$ cat config.mk
export PLATFORM = sky130hd
export DESIGN_NAME = apb_uart_tx
export DESIGN_NICKNAME = d
export VERILOG_FILES = /design/src/rtl/apb_uart_tx.sv
export SDC_FILE = /design/constraint.sdc
export NUM_CORES = 1
export LEC_CHECK = 0
export CORE_MARGIN = 2
export CORE_UTILIZATION = 45
export CTS_CLUSTER_DIAMETER = 150
export CTS_CLUSTER_SIZE = 20
export DETAILED_ROUTE_END_ITERATION = 10
export PLACE_DENSITY = 0.7
export SETUP_SLACK_MARGIN = 0.1
export SYNTH_ARGS = -nofsm -noshare
export SYNTH_HDL_FRONTEND = slang
export SYNTH_SLANG_ARGS = --single-unit
$ cat constraint.sdc
create_clock -name PCLK -period 3.64 [get_ports PCLK]
set_clock_uncertainty 0.2 [all_clocks]
set_input_delay 0.728 -clock PCLK [delete_from_list [all_inputs] [get_ports PCLK]]
set_output_delay 0.728 -clock PCLK [all_outputs]
set_load 0.01 [all_outputs]
$ cat src/rtl/apb_uart_tx.sv
// APB slave UART transmitter: TX FIFO feeding a baud-rate serialiser (8N1).
// Define UART_PARITY_EN to insert an even-parity bit (8E1 frames).
module apb_uart_tx #(
  parameter int FIFO_DEPTH  = 8,
  parameter int DEFAULT_DIV = 16
) (
  input  logic        PCLK,
  input  logic        PRESETn,
  input  logic        PSEL,
  input  logic        PENABLE,
  input  logic [31:0] PADDR,
  input  logic        PWRITE,
  input  logic [31:0] PWDATA,
  output logic [31:0] PRDATA,
  output logic        PREADY,
  output logic        TXD,
  output logic        tx_irq
);

  localparam int AW = $clog2(FIFO_DEPTH);
  localparam logic [AW:0] DEPTH_C = (AW+1)'(FIFO_DEPTH);

  typedef enum logic [2:0] {
    S_IDLE, S_START, S_DATA, S_PAR, S_STOP
  } state_t;

  state_t state, state_n;

  logic [7:0]    mem [FIFO_DEPTH];
  logic [AW-1:0] wp, rp;
  logic [AW:0]   count;
  logic          full, empty;
  logic          ovf;
  logic [15:0]   baud;
  logic [15:0]   cnt;
  logic [2:0]    bit_idx;
  logic [7:0]    shreg;
  logic          par_bit;
  logic          pop, push, push_req;
  logic          acc, wr, rd;
  logic          baud_wr, stat_rd;
  logic          bit_end, busy;
  logic [4:0]    cnt5;
  logic [1:0]    sel;
  logic          unused_bits;

  assign unused_bits = ^{PADDR[31:4], PADDR[1:0], PWDATA[31:16]};

  assign sel      = PADDR[3:2];
  assign acc      = PSEL & PENABLE;
  assign wr       = acc & PWRITE;
  assign rd       = acc & ~PWRITE;
  assign PREADY   = acc;
  assign push_req = wr && (sel == 2'd0);
  assign baud_wr  = wr && (sel == 2'd2);
  assign stat_rd  = rd && (sel == 2'd1);
  assign push     = push_req && (!full || pop);

  assign full    = (count == DEPTH_C);
  assign empty   = (count == '0);
  assign bit_end = (state != S_IDLE) && (cnt == 16'd0);
  assign busy    = (state != S_IDLE);
  assign tx_irq  = empty && (state == S_IDLE);
  assign cnt5    = 5'(count);

  always_comb begin
    PRDATA = '0;
    if (rd) begin
      unique case (sel)
        2'd1: begin
          PRDATA[0]   = busy;
          PRDATA[1]   = full;
          PRDATA[2]   = empty;
          PRDATA[3]   = ovf;
          PRDATA[7:4] = cnt5[3:0];
`ifdef UART_PARITY_EN
          PRDATA[8]   = 1'b1;
`endif
        end
        2'd2:    PRDATA[15:0] = baud;
        default: PRDATA = '0;
      endcase
    end
  end

  always_ff @(posedge PCLK) begin
    if (push) mem[wp] <= PWDATA[7:0];
  end

  always_ff @(posedge PCLK or negedge PRESETn) begin
    if (!PRESETn) begin
      wp    <= '0;
      rp    <= '0;
      count <= '0;
      ovf   <= 1'b0;
      baud  <= 16'(DEFAULT_DIV);
    end else begin
      if (push) wp <= wp + 1'b1;
      if (pop)  rp <= rp + 1'b1;
      unique case ({push, pop})
        2'b10:   count <= count + 1'b1;
        2'b01:   count <= count - 1'b1;
        default: count <= count;
      endcase
      // a set from a dropped push wins over a clear by STATUS read
      if (push_req && full && !pop) ovf <= 1'b1;
      else if (stat_rd)             ovf <= 1'b0;
      if (baud_wr)
        baud <= (PWDATA[15:0] == 16'd0) ? 16'd1 : PWDATA[15:0];
    end
  end

  always_ff @(posedge PCLK or negedge PRESETn) begin
    if (!PRESETn) state <= S_IDLE;
    else          state <= state_n;
  end

  always_comb begin
    state_n = state;
    unique case (state)
      S_IDLE:  if (!empty) state_n = S_START;
      S_START: if (bit_end) state_n = S_DATA;
      S_DATA:
        if (bit_end && bit_idx == 3'd7) begin
`ifdef UART_PARITY_EN
          state_n = S_PAR;
`else
          state_n = S_STOP;
`endif
        end
      S_PAR:   if (bit_end) state_n = S_STOP;
      S_STOP:
        if (bit_end) state_n = empty ? S_IDLE : S_START;
      default: state_n = S_IDLE;
    endcase
  end

  always_comb begin
    pop = !empty && ((state == S_IDLE) || (state == S_STOP && bit_end));
    TXD = 1'b1;
    unique case (state)
      S_IDLE:  TXD = 1'b1;
      S_START: TXD = 1'b0;
      S_DATA:  TXD = shreg[0];
      S_PAR:   TXD = par_bit;
      S_STOP:  TXD = 1'b1;
      default: TXD = 1'b1;
    endcase
  end

  // bit timer reloads from the live BAUD value only at bit boundaries
  always_ff @(posedge PCLK or negedge PRESETn) begin
    if (!PRESETn) begin
      cnt     <= '0;
      bit_idx <= '0;
      shreg   <= '0;
      par_bit <= 1'b0;
    end else begin
      if (pop) begin
        shreg   <= mem[rp];
        par_bit <= ^mem[rp];
      end else if (state == S_DATA && bit_end) begin
        shreg <= {1'b0, shreg[7:1]};
      end
      if (pop || bit_end)      cnt <= baud - 16'd1;
      else if (state != S_IDLE) cnt <= cnt - 16'd1;
      if (state == S_START)
        bit_idx <= '0;
      else if (state == S_DATA && bit_end)
        bit_idx <= bit_idx + 3'd1;
    end
  end

endmodule

# After elaboration in Yosys (flattened, before gate mapping)
# Memory sizes are Yosys's and may differ from the RTL's.
# Cells that the tools add are included.
# totals
ram_bits	64
regBits	58
memories	1
# memory_table
name	words	word_bits	read_ports	rd_clocked_by_memory_dff	wr	line	rtl
mem	8	8	1	0	1	29	logic [7:0] mem [FIFO_DEPTH];
# op_classes
mux	23
bitwise_logic	4
n_addsub	7
reduce_logical	31
eq_ne	15
# op_table
operator	n
16-bit 2-to-1 mux	4
16-bit logical NOT	2
16-bit by 1-bit subtractor with 16-bit output (second input constant)	2
8-bit 2-to-1 mux	3
3-bit 2-to-1 mux	7
8-bit one-hot mux with 2 select lines	1
3-bit one-hot mux with 5 select lines	1
1-bit logical AND	12
2-bit inequality test (second input constant)	5
2-bit nonzero test	5
3-bit by 1-bit adder with 3-bit output (second input constant)	3
4-bit one-hot mux with 2 select lines	1
8-bit XOR reduction	1
3-bit by 2-bit equality test with 1-bit output (second input constant)	2
3-bit equality test (second input constant)	2
1-bit 2-to-1 mux	5
5-bit AND reduction	1
4-bit by 1-bit adder with 4-bit output (second input constant)	1
2-bit by 1-bit equality test with 1-bit output (second input constant)	2
2-bit equality test (second input constant)	2
4-bit equality test (second input constant)	1
4-bit logical NOT	1
4-bit by 1-bit subtractor with 4-bit output (second input constant)	1
1-bit AND	3
8 further kinds	12

# Depth between registers and ports, before layout
# Gate-level depths: netlist (run 1).
# depth
word_depth	9
ltp_mapped	15
mapped_depth_nobuf	11

# Least setup slack after synthesis (run 1)
# No wires, ideal clock.
# synth_timing
path_type	reg-to-reg
startpoint	register cnt[13]
endpoint	register cnt[14]
setup_ps	77
arrival_time_ps	3727
synth_period_minus_slack_ps	4005
path_stages_with_launch	15
required_time_ps	3363
slack_ps	-365
path_cell_list	dfrtp_1 or4_4 nand3b_4 o31ai_4 clkbuf_1 buf_2 mux2i_1 ha_1 buf_2 nand3b_1 nor3_1 mux2i_1 nor3_1 mux2_1 a21oi_1
# synth_between
elab_chain_cells	7
elab_cells_between_ends	10
classes_between	add/sub (1); mux (2); reduce/logical (7)
# synth_lines
element	line	rtl
start: declaration	35	logic [15:0] cnt;
start signal: assignment	165	if (pop || bit_end) cnt <= baud - 16'd1;
start signal: assignment	166	else if (state != S_IDLE) cnt <= cnt - 16'd1;
parallel branches: the longest is 7 deep, another holds 16-bit by 1-bit subtractor with 16-bit output	--	
# Parallel ways; which one is timed is not known. The select of a mux whose other input is x is not followed.
# A chain may end at the register's enable or synchronous reset.

# Worst setup path in the final report (run 1)
# layout_timing
startpoint	register cnt[12]
endpoint	register cnt[12]
# The elaborated chain is that of the path after synthesis.

==> impl_metrics.csv, run 1 <==
group,metric,value,unit
floorplan,coreArea,0.0133,sq mm
drt,vias,4450,
sta,setup_viol,0,
clock_tree,clkTransAtPathRegs,0.06,ns
worst_setup_path,slowest_stage,"or4_4",
sta,rsz0062_at_grt,"true",
drt,wl_per_cell,17.8,um
outcome,outcome,"finished, final reports clean",
worst_setup_path,path_delay_family,"simple AND/OR/NAND/NOR gates",
logic_synthesis,yosysWarnings,0,
clock_tree,cts_buffer_depth,2,
worst_setup_path,worstPathRequired,3.79,ns
logic_synthesis,yosysTopAreaCell,"edfxtp_1",
drt,viasPerCell,5.63,
clock_tree,ctsHoldBuffers,0,
global_route,grt_first_pass_wirelength,22.9,mm
worst_setup_path,cp-start-kind,"flip-flop",
logic_synthesis,netlist-cell-type-count,64,
worst_setup_path,crit_chain,"or4_4, nand3b_4, o31ai_4, mux2i_1, ha_2, nand3b_1, nor3_2, mux2i_4, a211oi_2, mux2_4, a21oi_2",
sta,min_period,3.50,ns
logic_synthesis,synth-seq-cells,122,
worst_setup_path,crit_buf_inv,0,
logic_synthesis,synth_area_per_cell,11.6,sq um
finish,layout-drive-gt1-share,20.2,%
floorplan,die_h,121,um
global_route,grt_antenna_before_repair,0,
worst_setup_path,r2r_start,"cnt[12]",
flow_run,max_cap_violations,0,
drt,drt_iter0_drc,403,
drt,dr.pass1.iters,5,
global_route,grt_pass1_vias,4365,
logic_synthesis,synth_cells,530,
finish,area_delta_synth_final,22.2,%
worst_hold_path,hold_path_class,"in2async",
sta,max_freq,285,MHz
logic_synthesis,yosysTopAreaCellShare,31.1,%
global_route,grt_use_total,20.7,%
clock_tree,clock-sinks,122,
worst_setup_path,path_class,"reg2reg",
finish,fill_cells,1082,
floorplan,ioPinCount,104,
placement,placed_area,0.00688,sq mm
placement,dpl.hpwl,9.94,mm
worst_setup_path,critical_path_arrival,3.65,ns
sta,setup_slack,0.137,ns
clock_tree,htreeDepth,4,
clock_tree,clock_tree.root_cell,"clkbuf_16",
floorplan,rows,42,
finish,diodes,0,
finish,final_area,0.00754,sq mm
placement,place_congestion,0.921,
drt,drcViolationCount,0,
sta,final-hold-violation-count,0,
worst_setup_path,cp_max_fo,6,
clock_tree,clkLatencyLatePin,0.42,ns
placement,port_buffers,41,
pwr,vdd_drop_max,367,uV
logic_synthesis,netlist_area,0.00617,sq mm
sta,final_max_slew_viol_count,0,
sta,timing.slew.headroom,48.9,%
sta,fin_crit_sh,96.2,%
worst_setup_path,max_stage_delay,0.56,ns
logic_synthesis,synth_edf_count,64,
clock_tree,cts_tree,"yes",
drt,wirelength,14.1,mm
clock_tree,cts_buffers,17,
floorplan,start_util,46.4,%
floorplan,die_w,121,um
worst_setup_path,crit_start,"cnt[12]",
drt,postRouteAntennaNets,0,
logic_synthesis,synth_area_leaders,"edfxtp_1 31%, dfrtp_1 23%, mux2_2 4.2%",
pwr,cellPowerDensity,712,mW/mm^2
worst_setup_path,cp-end-kind,"flip-flop",
finish,fin_nets,680,
sta,max_slew.worst_pin.slew,0.764,ns
placement,pre_cts_ws,0.107,ns
logic_synthesis,synth_ff_type,"edfxtp_1",
pwr,power_leakage,0.00287,uW
sta,finalSetupTns,0,ns
logic_synthesis,ys_seq_area_share,54.7,%
global_route,globalRouteOverflowTotal,0,
logic_synthesis,async_flop_share,47.5,%
floorplan,fp.dieArea,0.0147,sq mm
global_route,grt_max_degree,41,
## cell type report
| class | count | area [sq um] | area share [%] |
|---|---|---|---|
| sequential | 122 | 3370 | 44.7 |
| timing repair buffer | 76 | 668 | 8.86 |
| multi-input combinational | 377 | 2660 | 35.3 |
| clock buffer | 20 | 447 | 5.92 |
| tap | 176 | 220 | 2.92 |
| clock inverter | 12 | 140 | 1.86 |
| inverter | 8 | 30.0 | 0.398 |
## metal layers
layer	track usage, %	vias up	wire [um]
met5	0	-	0
met4	7.70	0	272
met3	6.06	18	852
met2	31.3	136	6550
met1	28.2	2202	6410
li1	-	2094	-
## through the flow
stage / hold slack [ns] / std cells / util (%) / power (uW)
floorplan: 0.232 / 545 / - / 3220
global placement: 0.274 / 754 / 51.8 / 3620
detailed placement: 0.297 / 754 / 51.8 / 3690
CTS: 0.0543 / 786 / 56.2 / 5340
global route: 0.0674 / 791 / 56.7 / 5690
finish: 0.0434 / 791 / 56.7 / 5370
## sequential cells by signal, summed over array words and instances, names as in the netlist
register and cells:
state 3, cnt 16, bit_idx 3, mem 64, baud 16, par_bit 1, wp 3, shreg 8
ovf 1, rp 3, count 4
## cells in the final DEF (no fill, tap or decap), types with 18 or more instances in the layout
cell type / synthesis / final
mux2i_1: 21 / 20
edfxtp_1: 64 / 64
mux2_2: 23 / 23
nor2_1: 53 / 53
a21oi_1: 23 / 21
nand2_1: 37 / 36
clkdlybuf4s50_1: 0 / 40
dfrtp_1: 57 / 57
buf_4: 16 / 35
o21ai_0: 30 / 30
a22oi_1: 18 / 18
## cell families after synthesis
| kind of cell | after synthesis | share of synthesized area [%] |
|---|---|---|
| and+or+nand+nor | 165 | 13.5 |
| xor gates and xnor gates | 19 | 2.70 |
| buffers and inverters | 46 | 3.93 |
| muxes | 56 | 11.3 |
| other | 1 | 0.0608 |
| adders and majority gates | 9 | 1.82 |
| AOI/OAI and AO/OA | 112 | 12.1 |
| DFF | 122 | 54.7 |
## where the power goes
part           switching, uW  internal (uW)  leakage [uW]
sequential               327           1700       0.00129
clock                    618           1030      0.000278
combinational            864            827       0.00130
## what timing repair did
| item | 4_1_cts | 5_1_grt |
|---|---|---|
| setup buffers | 0 | 5 |
| hold endpoints to repair | 0 | 0 |
| pin swaps | 0 | 8 |
| endpoints found under the setup margin | 2 | 10 |
| gates resized for setup | 1 | 8 |
## path summary, 6_finish.rpt
path / to / cells past startpoint / slack (ns)
max: cnt[12] / 11 / 0.14
min in group PCLK: bit_idx[1] / 2 / 0.31
min: baud[10] / 1 / 0.04
max in group asynchronous: baud[4] / 2 / 2.30
min reg2reg: bit_idx[1] / 2 / 0.31
max reg2reg: cnt[12] / 11 / 0.14
## synthesized netlist by cell type, drive strengths merged, types with 4 or more instances
master	count
or4	4
nor4	7
mux2	27
edfxtp	64
mux4	8
a22oi	18
nor2	54
nand2b	5
nand2	37
ha	9
mux2i	21
dfrtp	57
and2	4
a21oi	23
a31oi	4
buf	21
nor3	18
a211oi	9
and3	10
nor2b	5
inv	7
or3	9
xnor2	16
clkbuf	17
o21ai	33
## worst register-to-register path: cells and delay by family (launching register included)
kind	cells	cell delay, ns
flops	1	0.40
simple gates	4	1.10
compound gates	3	0.72
fa+ha+maj	1	0.25
mux	3	0.77
Power figures use the tool's default switching activity.
==> inputs of run 2 (changes only) <==
--- a/config.mk
+++ b/config.mk
@@ -7,11 +7,11 @@
 export LEC_CHECK = 0
 export CORE_MARGIN = 2
 export CORE_UTILIZATION = 45
-export CTS_CLUSTER_DIAMETER = 150
 export CTS_CLUSTER_SIZE = 20
 export DETAILED_ROUTE_END_ITERATION = 10
 export PLACE_DENSITY = 0.7
 export SETUP_SLACK_MARGIN = 0.1
+export SKIP_CTS_REPAIR_TIMING = 1
 export SYNTH_ARGS = -nofsm -noshare
 export SYNTH_HDL_FRONTEND = slang
 export SYNTH_SLANG_ARGS = --single-unit
==> results of run 2 <==
The final DEF is identical to that of run 1; final timing and power are the same.
==> inputs of run 3 (changes only) <==
--- a/config.mk
+++ b/config.mk
@@ -9,6 +9,7 @@
 export CORE_UTILIZATION = 45
 export CTS_CLUSTER_SIZE = 20
 export DETAILED_ROUTE_END_ITERATION = 10
+export HOLD_SLACK_MARGIN = 0.06
 export PLACE_DENSITY = 0.7
 export SETUP_SLACK_MARGIN = 0.1
 export SKIP_CTS_REPAIR_TIMING = 1
==> results of run 3 <==
The final DEF is identical to that of run 1; final timing and power are the same.
